## config.mk

```make
export PLATFORM = sky130hd
export DESIGN_NAME = fir_capture_buffer
export DESIGN_NICKNAME = d
export VERILOG_FILES = /design/src/rtl/fir_cap_pkg.sv /design/src/rtl/fir_cap_ram.sv /design/src/rtl/fir_capture_buffer.sv
export SDC_FILE = /design/constraint.sdc
export NUM_CORES = 1
export LEC_CHECK = 0
export CORE_ASPECT_RATIO = 1.4
export CORE_MARGIN = 8
export CORE_UTILIZATION = 41
export CTS_CLUSTER_SIZE = 20
export DETAILED_ROUTE_END_ITERATION = 12
export SETUP_SLACK_MARGIN = 0.15
export SLEW_MARGIN = 15
export SYNTH_ARGS = -nofsm -noshare
export SYNTH_HDL_FRONTEND = slang
export SYNTH_SLANG_ARGS = --single-unit
```

## constraint.sdc

```tcl
create_clock -name Clk -period 3.9 [get_ports Clk]
set_input_delay 0.39 -clock Clk [delete_from_list [all_inputs] [get_ports Clk]]
set_output_delay 0.39 -clock Clk [all_outputs]
set_load 0.05 [all_outputs]
```

## src/rtl/fir_cap_pkg.sv

```systemverilog
// fir_cap_pkg: shared constants for the FIR output capture buffer.
//   FIR_CAP_N / FIR_CAP_ADDR : default sample width and address width
//   FIR_CAP_DEPTH            : buffer depth (2**FIR_CAP_ADDR)
//   S_*                      : capture FSM state encoding
package fir_cap_pkg;

   localparam int unsigned FIR_CAP_N     = 16;
   localparam int unsigned FIR_CAP_ADDR  = 5;
   localparam int unsigned FIR_CAP_DEPTH = 2 ** FIR_CAP_ADDR;

   localparam int unsigned ST_W = 2;

   localparam logic [ST_W-1:0] S_IDLE    = 2'd0;
   localparam logic [ST_W-1:0] S_ARMED   = 2'd1;
   localparam logic [ST_W-1:0] S_CAPTURE = 2'd2;
   localparam logic [ST_W-1:0] S_DONE    = 2'd3;

endpackage

```

## src/rtl/fir_cap_ram.sv

```systemverilog
// fir_cap_ram: DEPTH x N sample store, one write port, one synchronous read port.
//   clk, rst_n            : clock, async active-low reset (read register only)
//   wr_en_i/addr/data     : write port, written on the rising edge
//   rd_en_i, rd_addr_i    : read request, data appears after the edge
//   rd_data_o             : registered read data, holds when no read
module fir_cap_ram
   import fir_cap_pkg::*;
#(
   parameter int unsigned N    = FIR_CAP_N,
   parameter int unsigned ADDR = FIR_CAP_ADDR
) (
   input  logic            clk,
   input  logic            rst_n,
   input  logic            wr_en_i,
   input  logic [ADDR-1:0] wr_addr_i,
   input  logic [N-1:0]    wr_data_i,
   input  logic            rd_en_i,
   input  logic [ADDR-1:0] rd_addr_i,
   output logic [N-1:0]    rd_data_o
);

   localparam int unsigned DEPTH = 2 ** ADDR;

   logic [N-1:0] mem [DEPTH];
   logic [N-1:0] rd_data_q;

   // Storage array: deliberately not reset.
   always_ff @(posedge clk) begin
      if (wr_en_i) begin
         mem[wr_addr_i] <= wr_data_i;
      end
   end

   // Read register clears on reset so the output is defined before any read.
   always_ff @(posedge clk or negedge rst_n) begin
      if (!rst_n) begin
         rd_data_q <= '0;
      end else if (rd_en_i) begin
         rd_data_q <= mem[rd_addr_i];
      end
   end

   assign rd_data_o = rd_data_q;

endmodule

```

## src/rtl/fir_capture_buffer.sv

```systemverilog
// fir_capture_buffer: captures a DEPTH-sample burst of FIR output and
// serves it back by address once the buffer is full.
//   Clk, Rst_n            : clock, async active-low reset
//   Start                 : arm/capture request (honoured in IDLE or DONE)
//   Din, Din_valid        : filter output sample stream
//   Threshold             : unsigned magnitude trigger level
//   Busy, Done, Wr_count  : capture status
//   Rd_en, Rd_addr        : read request (honoured in DONE only)
//   Rd_data, Rd_valid     : read response, one cycle after the request
// Build option FIR_CAP_TRIG_EN: adds the ARMED state, in which capture waits
// for the first valid sample with |Din| >= Threshold.
module fir_capture_buffer
   import fir_cap_pkg::*;
#(
   parameter int unsigned N    = FIR_CAP_N,
   parameter int unsigned ADDR = FIR_CAP_ADDR
) (
   input  logic            Clk,
   input  logic            Rst_n,
   input  logic            Start,
   input  logic [N-1:0]    Din,
   input  logic            Din_valid,
   input  logic [N-1:0]    Threshold,
   output logic            Busy,
   output logic            Done,
   output logic [ADDR:0]   Wr_count,
   input  logic            Rd_en,
   input  logic [ADDR-1:0] Rd_addr,
   output logic [N-1:0]    Rd_data,
   output logic            Rd_valid
);

   localparam int unsigned DEPTH = 2 ** ADDR;
   localparam int unsigned CW    = ADDR + 1;

`ifdef FIR_CAP_TRIG_EN
   localparam logic [ST_W-1:0] START_ST = S_ARMED;
`else
   localparam logic [ST_W-1:0] START_ST = S_CAPTURE;
`endif

   logic [ST_W-1:0] state_q, state_d;
   logic [CW-1:0]   cnt_q, cnt_d;
   logic            busy_q, busy_d;
   logic            done_q, done_d;
   logic            rd_valid_q;
   logic            wr_en_c;
   logic            rd_en_c;
   logic            trig_c;

`ifdef FIR_CAP_TRIG_EN
   // Two's-complement magnitude as unsigned N bits; the most negative value
   // maps to 2**(N-1), which is exactly its bit pattern.
   logic [N-1:0] mag_c;
   assign mag_c  = Din[N-1] ? N'((~Din) + N'(1)) : Din;
   assign trig_c = Din_valid && (mag_c >= Threshold);
`else
   logic thr_unused_c;
   assign thr_unused_c = ^Threshold;
   assign trig_c       = 1'b0;
`endif

   // Reads are only served from a completed buffer.
   assign rd_en_c = Rd_en && (state_q == S_DONE);

   // Next-state, pointer and write-enable logic.
   always_comb begin
      state_d = state_q;
      cnt_d   = cnt_q;
      wr_en_c = 1'b0;
      case (state_q)
         S_IDLE, S_DONE: begin
            if (Start) begin
               cnt_d   = '0;
               state_d = START_ST;
            end
         end
         S_ARMED: begin
            // Trigger sample is stored on the same edge it is detected.
            if (trig_c) begin
               wr_en_c = 1'b1;
               cnt_d   = CW'(1);
               state_d = S_CAPTURE;
            end
`ifndef FIR_CAP_TRIG_EN
            state_d = S_IDLE;
`endif
         end
         S_CAPTURE: begin
            if (Din_valid) begin
               wr_en_c = 1'b1;
               cnt_d   = cnt_q + CW'(1);
               if (cnt_q == CW'(DEPTH - 1)) begin
                  state_d = S_DONE;
               end
            end
         end
         default: state_d = S_IDLE;
      endcase
      busy_d = (state_d == S_ARMED) || (state_d == S_CAPTURE);
      done_d = (state_d == S_DONE);
   end

   // State and status registers.
   always_ff @(posedge Clk or negedge Rst_n) begin
      if (!Rst_n) begin
         state_q    <= S_IDLE;
         cnt_q      <= '0;
         busy_q     <= 1'b0;
         done_q     <= 1'b0;
         rd_valid_q <= 1'b0;
      end else begin
         state_q    <= state_d;
         cnt_q      <= cnt_d;
         busy_q     <= busy_d;
         done_q     <= done_d;
         rd_valid_q <= rd_en_c;
      end
   end

   // Low count bits double as the write pointer; they wrap to 0 at DEPTH.
   fir_cap_ram #(
      .N    (N),
      .ADDR (ADDR)
   ) u_ram (
      .clk       (Clk),
      .rst_n     (Rst_n),
      .wr_en_i   (wr_en_c),
      .wr_addr_i (cnt_q[ADDR-1:0]),
      .wr_data_i (Din),
      .rd_en_i   (rd_en_c),
      .rd_addr_i (Rd_addr),
      .rd_data_o (Rd_data)
   );

   assign Busy     = busy_q;
   assign Done     = done_q;
   assign Wr_count = cnt_q;
   assign Rd_valid = rd_valid_q;

endmodule

```

==> metrics.md <==
| Metric | Value |
|---|---|
| Worst R2R Start | `state_q[0]` |
| Aggregate global routing overflow | `0` |
| Worst hold start | `Din[8]` |
| RR Endpoint | `u_ram.mem[24][11]` |
| RSZ-0062 raised after global routing | `no` |
| CTS hold repair buffers | `1` |
| Post-place setup slack | `1.09 ns` |
| Least-Margin Pin Slew | `1.14 ns` |
| Hold EP | `u_ram.mem[2][8]` |
| First-pass GRT wire length | `70100 um` |
| Synth Flop Type | `edfxtp_1` |
| Max-slew violations | `0` |
| Final core utilization | `46.7%` |
| Critical path type | `flip-flop to flip-flop` |
| DR DRC count | `0` |
| Critical Path Fanout Max | `13` |
| Overall routing resource usage | `15.5%` |
| Number of global-route vias before repair | `10921` |
| Final setup margin | `1.09 ns` |
| IO Count | `67` |
| Layout cells sized above 1 | `13.6%` |
| Initial antenna violation count | `1` |
| Critical path endpoint category | `flip-flop` |
| WP data required | `4.15 ns` |
| WHS Path Cells | `1` |
| Initial Utilization | `41.2%` |
| Number of flops mapped to enable cells by yosys | `512` |
| Vias per cell | `5.47` |
| Die Width | `209 um` |
| Pwr dens | `560 nW/um2` |
| LEAKAGE | `8.50 nW` |
| IO Port Bufs | `50` |
| IR drop worst, VDD | `493 uV` |
| Max clock buf depth | `3` |
| Die height | `286 um` |
| Distinct cells, synth | `38` |
| Syn Area/Cell | `18.3 um2` |
| Clk_skew | `0.0123 ns` |
| Slew headroom | `23.7%` |
| # Post-CTS Setup Buffers | `0` |
| Root Driver | `clkbuf_16` |
| HP Class | `input pin to flip-flop` |
| Tmin final | `2.81 ns` |
| Area contributors post-synth | `edfxtp_1 (72%), mux2i_1 (12%), dfrtp_1 (3.2%), a22oi_1 (2.2%), a22o_1 (1.4%)` |
| Synth area leader | `edfxtp_1` |
| First drt pass iteration count | `4` |
| Vias | `10687` |
| Worst skew pair latency | `0.56 ns` |
| CTS tree | `done` |
| Worst Reg-to-Reg Cells | `5` |
| WHS | `0.382 ns` |
| Die Area | `59900 um2` |
| Clock sink count | `539` |
| Post-place instance area | `22700 um2` |
| Post-route design area | `24300 um2` |
| Worst-path clk slew | `0.07 ns` |
| Max-Cap Viols | `0` |
| Synth Cell Area | `21400 um2` |
| Period utilisation layout | `72.1%` |
| Post-route ant nets | `0` |
| Share of the synthesized area in the top cell type | `71.9%` |
| Synth Register Bits | `539` |
| Setup TNS Final | `0 ns` |
| Post-DP HPWL | `29200 um` |
| Final Net Count | `1309` |
| Sequential area share after synthesis | `75.0%` |
| Routed Wire Length | `47400 um` |
| Final Setup Violations | `0` |
| Metal3 WL | `1860 um` |
| Layout area overhead | `13.4%` |
| Synthesized Nets | `1222` |
| Core Area | `51900 um2` |
| Wl on met1 | `19300 um` |
| Fillers | `4271` |
| Wire length on met2 | `25100 um` |
| Largest net degree at the start of global routing | `65` |
| Rows | `99` |
| DR top layer | `met4` |
| Post-synthesis cell count | `1172` |
| Status | `finished, final reports clean` |
| Yosys Warn Count | `0` |
| Most frequent cell after synthesis | `edfxtp_1` |
| H-tree depth | `2` |
| Peak Freq | `355 MHz` |
| Wire per inst | `24.3 um` |
| Endpoints failing hold | `0` |
| R2r setup slk | `1.09 ns` |
| Asr flop ratio synth | `5.01%` |
| N_diodes | `0` |
| Startpoint Class | `flip-flop` |
| GPL Wtd Cong | `0.751` |
| Number of DRC markers in iteration 0 | `634` |
| Most frequent cells after synthesis | `edfxtp_1 (512), mux2i_1 (256), a22oi_1 (64)` |
| Total CTS buffers | `48` |
| # resized after CTS | `0` |
| CP Data Arrival Time | `3.06 ns` |
-- routing by layer --
metal	global-route usage, %	vias to the layer above
li1	-	4907
met1	18.8	5473
met2	28.5	238
met3	1.97	69
met4	4.87	0
met5	0	-
-- where the power goes --
part	internal (mW)	leakage [nW]	switching, mW
clock network	2.63	0.749	1.98
logic	0.653	2.79	1.33
registers	6.74	4.96	0.264
-- cells by family after synthesis --
group / after synthesis / synth area share, %
AOI/OAI and AO/OA: 203 / 8.12
DFF: 539 / 75.0
adders and majority gates: 8 / 0.468
buffers and inverters: 76 / 2.50
muxes: 257 / 12.0
and+or+nand+nor: 89 / 1.86
-- flip-flops by register name (all words and copies together) (netlist names) --
name,cells
Busy,1
Done,1
Rd_valid,1
Wr_count,6
state_q,2
u_ram.mem,512
u_ram.rd_data_o,16
-- per-stage QoR --
step	instances	power, mW
floorplan	1172	8.29
global placement	1864	9.10
detailed placement	1864	9.14
CTS	1953	13.7
global route	1953	14.1
finish	1953	13.6
-- worst max-delay path by stage --
| stage | startpoint | endpoint | cells past startpoint |
|---|---|---|---|
| final | state_q[0] | u_ram.mem[24][11] | 5 |
| after global routing | state_q[0] | u_ram.mem[24][9] | 5 |
| after CTS | state_q[0] | u_ram.mem[24][9] | 5 |
| after detailed placement | state_q[0] | u_ram.mem[24][9] | 5 |
| after global placement | Rd_addr[1] | u_ram.rd_data_o[2] | 7 |
| after floorplan | Wr_count[4] | u_ram.mem[16][0] | 3 |
-- placed cells by master (no fill, tap or decap), types with 8 or more instances in the layout --
cell / count
o22ai_1: 16
buf_4: 49
nor2_1: 33
a22o_1: 34
nand3_1: 8
mux2i_1: 256
clkbuf_1: 15
clkdlybuf4s50_1: 42
nand2_1: 24
a221oi_1: 16
ha_1: 8
clkinv_2: 8
dfrtp_1: 27
edfxtp_1: 512
clkbuf_16: 49
a221oi_2: 16
a22oi_1: 64
o41ai_2: 16
a21oi_1: 33
-- critical path, stage by stage, from the launching register on --
cell and delay, ns:
dfrtp_1 0.42, inv_1 0.08, ha_1 0.42, nand3_1 0.50, nor2_1 0.73, buf_4 0.34
-- final cells by class --
cell class,instances,area [um2],share of cell area [%]
Clock buffer,70,1370,5.63
Inverter,6,22.5,0.0928
Clock inverter,18,169,0.696
Timing Repair Buffer,107,988,4.07
Sequential cell,539,16100,66.2
Tap cell,656,821,3.38
Multi-Input combinational cell,557,4840,20.0
No activity file was read; power rests on OpenSTA's default activity.
